--- src/rtl/pc_gen_pkg.sv ---
// Shared defaults and redirect-source indices for the PC generator.
package pc_gen_pkg;

    localparam int unsigned DEF_ADDR_W    = 32;
    localparam int unsigned DEF_INC       = 4;
    localparam int unsigned DEF_RESET_VEC = 0;

    // Redirect source indices; a lower index has higher priority.
    localparam int unsigned SRC_EXC    = 0;
    localparam int unsigned SRC_JUMP   = 1;
    localparam int unsigned SRC_BRANCH = 2;

endpackage

--- src/rtl/pc_prio_sel.sv ---
// Fixed-priority redirect select: the lowest asserted index wins. Purely combinational.
module pc_prio_sel #(
    parameter int unsigned NSRC   = 3,
    parameter int unsigned ADDR_W = 32
) (
    input  logic [NSRC-1:0]        i_valid,
    input  logic [NSRC*ADDR_W-1:0] i_addr,
    output logic                   o_any_valid,
    output logic [ADDR_W-1:0]      o_addr
);

    always_comb begin
        o_any_valid = 1'b0;
        o_addr      = '0;
        for (int unsigned k = 0; k < NSRC; k++) begin
            if (i_valid[k] && !o_any_valid) begin
                o_any_valid = 1'b1;
                o_addr      = i_addr[k*ADDR_W +: ADDR_W];
            end
        end
    end

endmodule

--- src/rtl/pc_gen.sv ---
// Program counter generator: prioritised redirects, stall with a single pending
// redirect slot, and a flag for misaligned applied redirects.
module pc_gen
    import pc_gen_pkg::*;
#(
    parameter int unsigned        ADDR_W    = DEF_ADDR_W,
    parameter int unsigned        NSRC      = 3,
    parameter int unsigned        INC       = DEF_INC,
    parameter logic [ADDR_W-1:0]  RESET_VEC = ADDR_W'(DEF_RESET_VEC)
) (
    input  logic                   clk_i,
    input  logic                   rst_i,
    input  logic                   stall_i,
    input  logic [NSRC-1:0]        redir_valid_i,
    input  logic [NSRC*ADDR_W-1:0] redir_addr_i,
    output logic [ADDR_W-1:0]      pc_o,
    output logic [ADDR_W-1:0]      pc_next_o,
    output logic                   pend_o,
    output logic                   misalign_o
);

    // INC is a power of two, so INC-1 covers exactly the low alignment bits.
    localparam logic [ADDR_W-1:0] LOW_MASK = ADDR_W'(INC - 1);

    logic [ADDR_W-1:0] r_pc;
    logic [ADDR_W-1:0] r_pend_addr;
    logic              r_pend;
    logic              r_pend_mis;
    logic              r_misalign;

    logic              w_any_valid;
    logic [ADDR_W-1:0] w_sel_addr;
    logic [ADDR_W-1:0] w_live_addr;
    logic              w_live_mis;
    logic [ADDR_W-1:0] w_pc_next;

    pc_prio_sel #(
        .NSRC   (NSRC),
        .ADDR_W (ADDR_W)
    ) u_prio_sel (
        .i_valid     (redir_valid_i),
        .i_addr      (redir_addr_i),
        .o_any_valid (w_any_valid),
        .o_addr      (w_sel_addr)
    );

    assign w_live_addr = w_sel_addr & ~LOW_MASK;
    assign w_live_mis  = |(w_sel_addr & LOW_MASK);

    always_comb begin
        w_pc_next = r_pc + ADDR_W'(INC);
        if (w_any_valid) begin
            w_pc_next = w_live_addr;
        end else if (r_pend) begin
            w_pc_next = r_pend_addr;
        end
    end

    always_ff @(posedge clk_i or posedge rst_i) begin
        if (rst_i) begin
            r_pc        <= RESET_VEC;
            r_pend_addr <= '0;
            r_pend      <= 1'b0;
            r_pend_mis  <= 1'b0;
            r_misalign  <= 1'b0;
        end else if (stall_i) begin
            // Latest redirect seen during a stall replaces any older one.
            if (w_any_valid) begin
                r_pend_addr <= w_live_addr;
                r_pend_mis  <= w_live_mis;
                r_pend      <= 1'b1;
            end
        end else begin
            r_pc   <= w_pc_next;
            r_pend <= 1'b0;
            if (w_any_valid) begin
                r_misalign <= w_live_mis;
            end else if (r_pend) begin
                r_misalign <= r_pend_mis;
            end
        end
    end

    assign pc_o       = r_pc;
    assign pc_next_o  = w_pc_next;
    assign pend_o     = r_pend;
    assign misalign_o = r_misalign;

endmodule

--- config.mk ---
export PLATFORM = sky130hd
export DESIGN_NAME = pc_gen
export DESIGN_NICKNAME = d
export VERILOG_FILES = /design/src/rtl/pc_gen_pkg.sv /design/src/rtl/pc_prio_sel.sv /design/src/rtl/pc_gen.sv
export SDC_FILE = /design/constraint.sdc
export NUM_CORES = 1
export LEC_CHECK = 0
export ABC_AREA = 1
export ABC_CLOCK_PERIOD_IN_PS = 1900
export CAP_MARGIN = 20
export CORE_MARGIN = 2
export CORE_UTILIZATION = 38
export CTS_BUF_LIST = sky130_fd_sc_hd__clkbuf_8
export DETAILED_ROUTE_END_ITERATION = 6
export DONT_BUFFER_PORTS = 1
export PLACE_DENSITY_LB_ADDON = 0.05
export REMOVE_ABC_BUFFERS = 1
export SLEW_MARGIN = 20
export SYNTH_ARGS = -nofsm -noshare
export SYNTH_HDL_FRONTEND = slang
export SYNTH_SLANG_ARGS = --single-unit
--- constraint.sdc ---
create_clock -name clk_i -period 1.9 [get_ports clk_i]
set_input_delay 0.38 -clock clk_i [delete_from_list [all_inputs] [get_ports clk_i]]
set_output_delay 0.38 -clock clk_i [all_outputs]
set_load 0.02 [all_outputs]
# Word level (Yosys, flattened, before mapping)
# Cells that the tools add are included.
[classes]
addsub = 1
eq_ne = 1
n_mux = 12
bitwise_logic = 1
reduce_logical = 8
[ops]
columns = ["cell", "n"]
rows = [
  ["$mux 32", 5],
  ["$add 32x3->32 const B", 1],
  ["$mux 1", 7],
  ["$reduce_and 2->1", 2],
  ["$logic_and 1x1->1", 2],
  ["$logic_not 1->1", 2],
  ["$ne 2x1->1 const B", 1],
  ["$reduce_bool 2->1", 1],
  ["$reduce_or 2->1", 1],
  ["$not 1->1", 1],
]
[totals]
reg_bits = 65
inputBits = 102
output_inout_bits = 66
word_cells = 28

# Logic depth before layout (Yosys ltp)
# Gate-level depths: netlist of run 1.
[depth]
word_depth = 9
ltp_mapped = 12
depth_no_buf = 12

# Hierarchy
# Synthesis of run 1 repeated with hierarchy kept, for this count alone.
[unflattened]
hier_cells = 745
hier_area_um2 = 4804.6
[by_module_without_submodules]
columns = ["module", "instances", "cells_per_inst", "area_per_inst_um2", "seq_area_each_um2"]
rows = [
  ["pc_gen", 1, 595, 4003.8, 1626.6],
  ["pc_prio_sel", 1, 150, 800.8, 0.0],
]

# Least setup slack after synthesis of run 1
# Ideal clock, no wire load.
[synth_timing]
kind = "reg2out"
from = "register r_pc[3], in the netlist pc_o[3]"
to = "output pc_next_o[12]"
t_arrival_ns = 1.721
required_time_ns = 1.520
setup_slack_ns = -0.201
stages_incl_launch_ff = 9
path_buffers = 0
path_cell_list = "dfrtp_1 ha_1 nand2_2 nor2_8 nand2_4 nor2_4 xor2_1 nand2_1 a21boi_1"
[synth_between]
elab_chain_len = 3
[synth_lines]
columns = ["element", "line", "source"]
rows = [
  ["start: declaration", "pc_gen.sv:25", "logic [ADDR_W-1:0] r_pc;"],
  ["start signal: assignment", "pc_gen.sv:74", "r_pc <= w_pc_next;"],
  ["$add 32x3->32", "pc_gen.sv:51", "w_pc_next = r_pc + ADDR_W'(INC);"],
  ["$mux 32", "pc_gen.sv:54", "end else if (r_pend) begin"],
  ["$mux 32", "pc_gen.sv:52", "if (w_any_valid) begin"],
  ["end: declaration", "pc_gen.sv:17", "output logic [ADDR_W-1:0] pc_next_o,"],
]
# Every way passes these cells.

# Worst setup path in the final report of run 1
# Ends and elaborated chain as after synthesis.

==> results of run 1 <==
[cell usage after synthesis, drive strengths merged (2+ instances only)]
cell / count
nand2: 309
nor2: 69
dfrtp: 65
inv: 62
o21ai: 54
nand3: 41
buf: 23
a221oi: 18
a21oi: 16
clkbuf: 9
and3: 5
xor2: 4
a21boi: 3
a31oi: 2
o21a: 2
[critical path: stages, from the launching register on]
cell	delay, ps
dfrtp_1	400
ha_4	160
nand2_4	70
nor2_8	130
nand2_4	100
nor2_4	120
xor2_1	160
nand2_1	100
a21boi_2	150
buf_4	160
[cells by family (layout without fill, tap and decap cells)]
logic type	Yosys count	after routing	share of synthesized area
xor+xnor	5	5	0.00981
compound gates	98	98	0.131
buf+inv	94	167	0.0913
simple gates	425	425	0.398
mux	1	1	0.00224
fa+ha+maj	1	1	0.00280
flops	65	65	0.364
[timing repair]
item	4_1_cts	5_1_grt
gates resized for setup	69	67
hold buffers	1	0
pin swaps	17	38
setup buffers	9	11
endpoints found under the setup margin	31	40
hold endpoints to repair	2	0
[sequential cells by signal (all words and copies together) (netlist names)]
| signal | count |
|---|---|
| misalign_o | 1 |
| pc_o | 32 |
| r_pend_mis | 1 |
| r_pend_addr | 30 |
| pend_o | 1 |
[final cells by class]
type / instances / share of cell area
repair buffers: 89 / 0.135
clock inverters: 5 / 0.00386
clock buffers: 11 / 0.0259
flip-flops and latches: 65 / 0.279
inverters: 62 / 0.0403
well taps: 143 / 0.0306
multi-input cells: 530 / 0.485
[stage by stage]
stage	cells	total power, W
5_1_grt	905	0.00432
6_report	905	0.00408
4_1_cts	897	0.00402
2_1_floorplan	657	0.00240
3_5_place_dp	871	0.00282
3_3_place_gp	871	0.00280
[power groups by stage]
| stage | clock network, W | logic, W | registers (W) |
|---|---|---|---|
| after floorplan | 0 | 0.000584 | 0.00181 |
| after global placement | 0 | 0.00109 | 0.00171 |
| after detailed placement | 0 | 0.00111 | 0.00171 |
| after CTS | 0.00112 | 0.00121 | 0.00169 |
| after global routing | 0.00119 | 0.00141 | 0.00172 |
| final | 0.00111 | 0.00128 | 0.00170 |
[how the worst max path moves through the flow]
stage,endpoint
finish,pc_next_o[12]
global route,pc_next_o[26]
CTS,pc_next_o[12]
detailed placement,pc_next_o[12]
global placement,pc_next_o[12]
floorplan,pc_next_o[2]
[metal layers]
| metal | global-route usage | wire (um) | up-vias |
|---|---|---|---|
| li1 | - | - | 2321 |
| met1 | 0.308 | 6630 | 2126 |
| met2 | 0.393 | 6800 | 148 |
| met3 | 0.0632 | 1020 | 19 |
| met4 | 0.0732 | 238 | 0 |
| met5 | 0 | 0 | - |
==> metrics.txt, run 1 <==
via count=around 4600; Comb pwr share=0.313; Detailed Route WL=14.7 mm; vias per cell=5.10; synth top area cells=dfrtp_1 (36%), nand2_1 (25%), o21ai_0 (5.6%); Core Util, Final=0.509; core area=around 11000 sq um; final setup vio count=28; crit path DAT=1910 ps; Worst Hold End=pc_o[10]$_DFFE_PP0N_; ratio of cells with drive above 1 in the final layout=0.285; Reg2Reg Depth=13; Total Nets Final=860; Slew Viols, Final=0; Max-Cap Viols=0; RSZ-0062 raised after global routing=true; row cnt=39; count of cell types in the netlist=34; pin slew with the least headroom to its limit=about 540 ps; Sequential cell area=1630 sq um; clock power share=0.271; P&R area growth vs syn=30.7%; Fillers=between 1000 and 1500; EDFF count, synth=0; Hold Vio Cnt, Final=0; most frequent cells in the layout=nand2_1 (258), buf_4 (71), dfrtp_1 (62), inv_1 (54), nor2_1 (47); reg-to-reg endpoint=pc_o[10]$_DFFE_PP0N_; worst hold path class=in -> reg; Slew Limit Headroom=0.640; min-delay src=stall_i; Mapped Cells=689; htree depth=3; startpoint types=flop; status=complete, but fails checks; Worst R2R Start=pc_o[3]$_DFFE_PP0N_; Total GRT Usage=0.239; grt ovf=0; failing checks=negative setup slack; YS warnings=0; Setup Skew=9.53 ps; Power Internal=between 0.002 and 0.003 W; f_max=0.436 GHz; deepest clock path buffer count=2; Starting DRT DRC Count=approximately 280; most common cell after layout, fill and taps aside=nand2_1; routed length per instance=16.2 um; Syn Std Cell Area=roughly 4500 sq um; TritonRoute pass-1 iters=4; CP endpoint kind=output pin; TritonCTS clock tree=yes; footprint of the multi-input gates=about 2800 sq um; P_sw=0.00154 W; VDD IR-drop max=0.309 mV; antenna cells=0; largest area contributor in the netlist=dfrtp_1; Placed Area=5050 sq um; worst path required time=1520 ps; Die Y=~110 um; GPL Wtd Cong=just under 0.8; clk root buf=clkbuf_8; initial antenna violation count=0; clock sinks=65; Power Density=700 nW/um^2; Design Area, Final=about 5800 sq um; Seq pwr share=0.416; CP Max Fanout=3; top_reg_cell synth=dfrtp_1; Initial Utilization=0.389; worst setup margin=-393 ps; Clk pin slew, worst setup/hold paths=70 ps; leakage=2.88 nW; WHS Path Cells=1; largest net degree at the start of global routing=66; Worst Hold Slack=93.4 ps; Period Utilization, post-route=1.21; Seq/Total Area, Yosys=0.364; drt drc=0; DIE AREA=roughly 13000 sq um; Skew-Pair Late Insertion Delay=360 ps; switching share of power=0.376; Tmin final=2290 ps; Setup WS pre-CTS=-113 ps; mean area per synthesized cell=6.48 sq um; Setup CP Type=reg -> out; register-to-register setup slack=70 ps; final setup TNS=-7440 ps; PortBufs=0; #FFs+latches synth=65; Post-DRT Antenna Nets=0; Synth async-reset ratio=1.00; post-synth top area share=0.364; vias in the first global route=4700; global-route wire length before repair=23.8 mm; worst setup path startpoint=pc_o[3]$_DFFE_PP0N_; detailed placement HPWL=around 10 mm; Die Wd=around 110 um; cts bufs inserted=9; # IOs=168
No activity file was read; power rests on OpenSTA's default activity.
==> run 2: changes to the inputs <==
- ABC_CLOCK_PERIOD_IN_PS: 1900 -> 2600
- REMOVE_ABC_BUFFERS: 1 -> not set
- clock period: 1.9 -> 2.6 ns (I/O delays scaled with it)
==> run 2 against run 1 <==
Against the previous run: the flow now finishes without violations; worst hold slack barely moved; final cell count fell by 5.7%; register-to-register slack improved by 610 ps; via count fell by 3.3%; wire length fell by 0.34%; critical path type unchanged.
==> metrics.txt, run 2 (synthesized netlist as in run 1, its figures left out) <==
Synthesized Nets=792; cts bufs inserted=9 (unchanged); leakage=2.51 nW (was 2.88 nW); Total Nets Final=808 (was 860); detailed placement HPWL=11.4 mm (was 10.5 mm); Design Area, Final=5010 sq um (was 5840 sq um); worst path required time=2080 ps (was 1520 ps); Total GRT Usage=0.233 (was 0.239); # IOs=168 (unchanged); Die Wd=112 um (unchanged); via count=4461 (was 4614); GR peak layer=met1 (was met2); startpoint types=flop (unchanged); CP Max Fanout=6 (was 3); met3 Resource Use GR=0.0432 (was 0.0632); initial antenna violation count=0 (unchanged); TritonCTS clock tree=yes (unchanged); Starting DRT DRC Count=458 (was 282); GPL Wtd Cong=0.953 (was 0.793); vias per cell=5.23 (was 5.10); row cnt=39 (unchanged); most frequent cells in the layout=nand2_1 (295), inv_1 (56), nor2_1 (54), dfrtp_1 (54), o21ai_0 (49) (was nand2_1 (258), buf_4 (71), dfrtp_1 (62), inv_1 (54), nor2_1 (47)); Fillers=1221 (was 1152); Skew-Pair Late Insertion Delay=350 ps (was 360 ps); M1 GR Usage=0.367 (was 0.308); crit path DAT=2070 ps (was 1910 ps); Die Y=112 um (unchanged); clk root buf=clkbuf_8 (unchanged); Hold Vio Cnt, Final=0 (unchanged); ratio of cells with drive above 1 in the final layout=0.146 (was 0.285); worst setup margin=14.8 ps (was -393 ps); clock sinks=65 (unchanged); core area=11500 sq um (unchanged); Core Util, Final=0.437 (was 0.509); VDD IR-drop max=0.194 mV (was 0.309 mV); vias in the first global route=4074 (was 4700); Slew Viols, Final=0 (unchanged); antenna cells=0 (unchanged); Detailed Route WL=14.6 mm (was 14.7 mm); TritonRoute pass-1 iters=5 (was 4); grt met2 use=0.324 (was 0.393); Placed Area=4740 sq um (was 5050 sq um); PortBufs=0 (unchanged); routed length per instance=17.2 um (was 16.2 um); most common cell after layout, fill and taps aside=nand2_1 (unchanged); htree depth=3 (unchanged); Setup WS pre-CTS=215 ps (was -113 ps); f_max=0.387 GHz; worst hold path class=in -> async (was in -> reg); RSZ-0062 raised after global routing=true (unchanged); P&R area growth vs syn=12.3% (was 30.7%); Period Utilization, post-route=0.994; pin slew with the least headroom to its limit=802 ps (was 540 ps); Setup Skew=8.22 ps (was 9.53 ps); largest net degree at the start of global routing=52 (was 66); final setup vio count=0 (was 28); hold buffer count at CTS=0 (was 1); Post-DRT Antenna Nets=0 (unchanged); Clk pin slew, worst setup/hold paths=80 ps (was 70 ps); Tmin final=2590 ps; Setup CP Type=reg -> out (unchanged); drt drc=0 (unchanged); Power Density=565 nW/um^2 (was 700 nW/um^2); grt ovf=0 (unchanged); CP endpoint kind=output pin (unchanged); global-route wire length before repair=22.8 mm (was 23.8 mm); max reg flops=32 (unchanged); status=finished, final reports clean (was complete, but fails checks); deepest clock path buffer count=2 (unchanged); Slew Limit Headroom=0.459 (was 0.640); Initial Utilization=0.389 (unchanged); DIE AREA=12600 sq um (unchanged); Max-Cap Viols=0 (unchanged)
[run 2: layout make-up]
class / count / area, sq um / area share
inverters: 62 / 235 / 0.0469
flip-flops and latches: 65 / 1640 / 0.327
clock buffers: 10 / 138 / 0.0274
clock inverters: 6 / 42.5 / 0.00848
multi-input cells: 530 / 2480 / 0.494
repair buffers: 37 / 303 / 0.0604
well taps: 143 / 179 / 0.0357
[run 2: metrics by stage]
stage	hold WS (ps)	std cells	power (W)	setup TNS, ps
floorplan	448	689	0.00178	0
global placement	464	833	0.00201	0
detailed placement	467	833	0.00201	0
CTS	99.4	850	0.00283	0
global route	126	853	0.00300	-238
finish	93.5	853	0.00283	0
[run 2: power breakdown]
| group | switching (W) | internal (W) |
|---|---|---|
| Combinational | 0.000496 | 0.000233 |
| Sequential | 0.000159 | 0.00114 |
| Clock | 0.000438 | 0.000374 |
[run 2: worst max-delay path, stage by stage (launching register included)]
cell      delay (ps)
dfrtp_1          440
ha_4             180
nand2_4           70
nor2_8           170
nand2_4          110
nor2_4           150
xor2_1           160
nand2_1          100
a21boi_2         180
buf_4            160
[run 2: timing repair]
action                                  CTS  global route
setup buffers                             1             3
endpoints found under the setup margin    3            20
resized for setup                         3            22
pin swaps                                 0             6
[run 2: worst paths after layout]
| kind | start | endpoint | slack, ps | depth (start not counted) |
|---|---|---|---|---|
| worst max-delay path | pc_o[3]$_DFFE_PP0N_ | pc_next_o[12] | 10 | 9 |
| worst min-delay path | rst_i | pc_o[7]$_DFFE_PP0N_ | 90 | 1 |
| worst max register to register | pc_o[2]$_DFFE_PP0N_ | pc_o[27]$_DFFE_PP0N_ | 680 | 12 |
| worst min register to register | r_pend_addr[5]$_DFFE_PP0P_ | r_pend_addr[5]$_DFFE_PP0P_ | 480 | 2 |
| max in group asynchronous | rst_i | pc_o[24]$_DFFE_PP0N_ | 1870 | 2 |
| min in group clk_i | stall_i | pc_o[10]$_DFFE_PP0N_ | 280 | 1 |
[run 2: per-layer routing]
layer / vias to the layer above / wire length [um]
li1: 2212 / -
met5: - / 0
met1: 2053 / 7380
met4: 0 / 172
met2: 181 / 6120
met3: 15 / 961
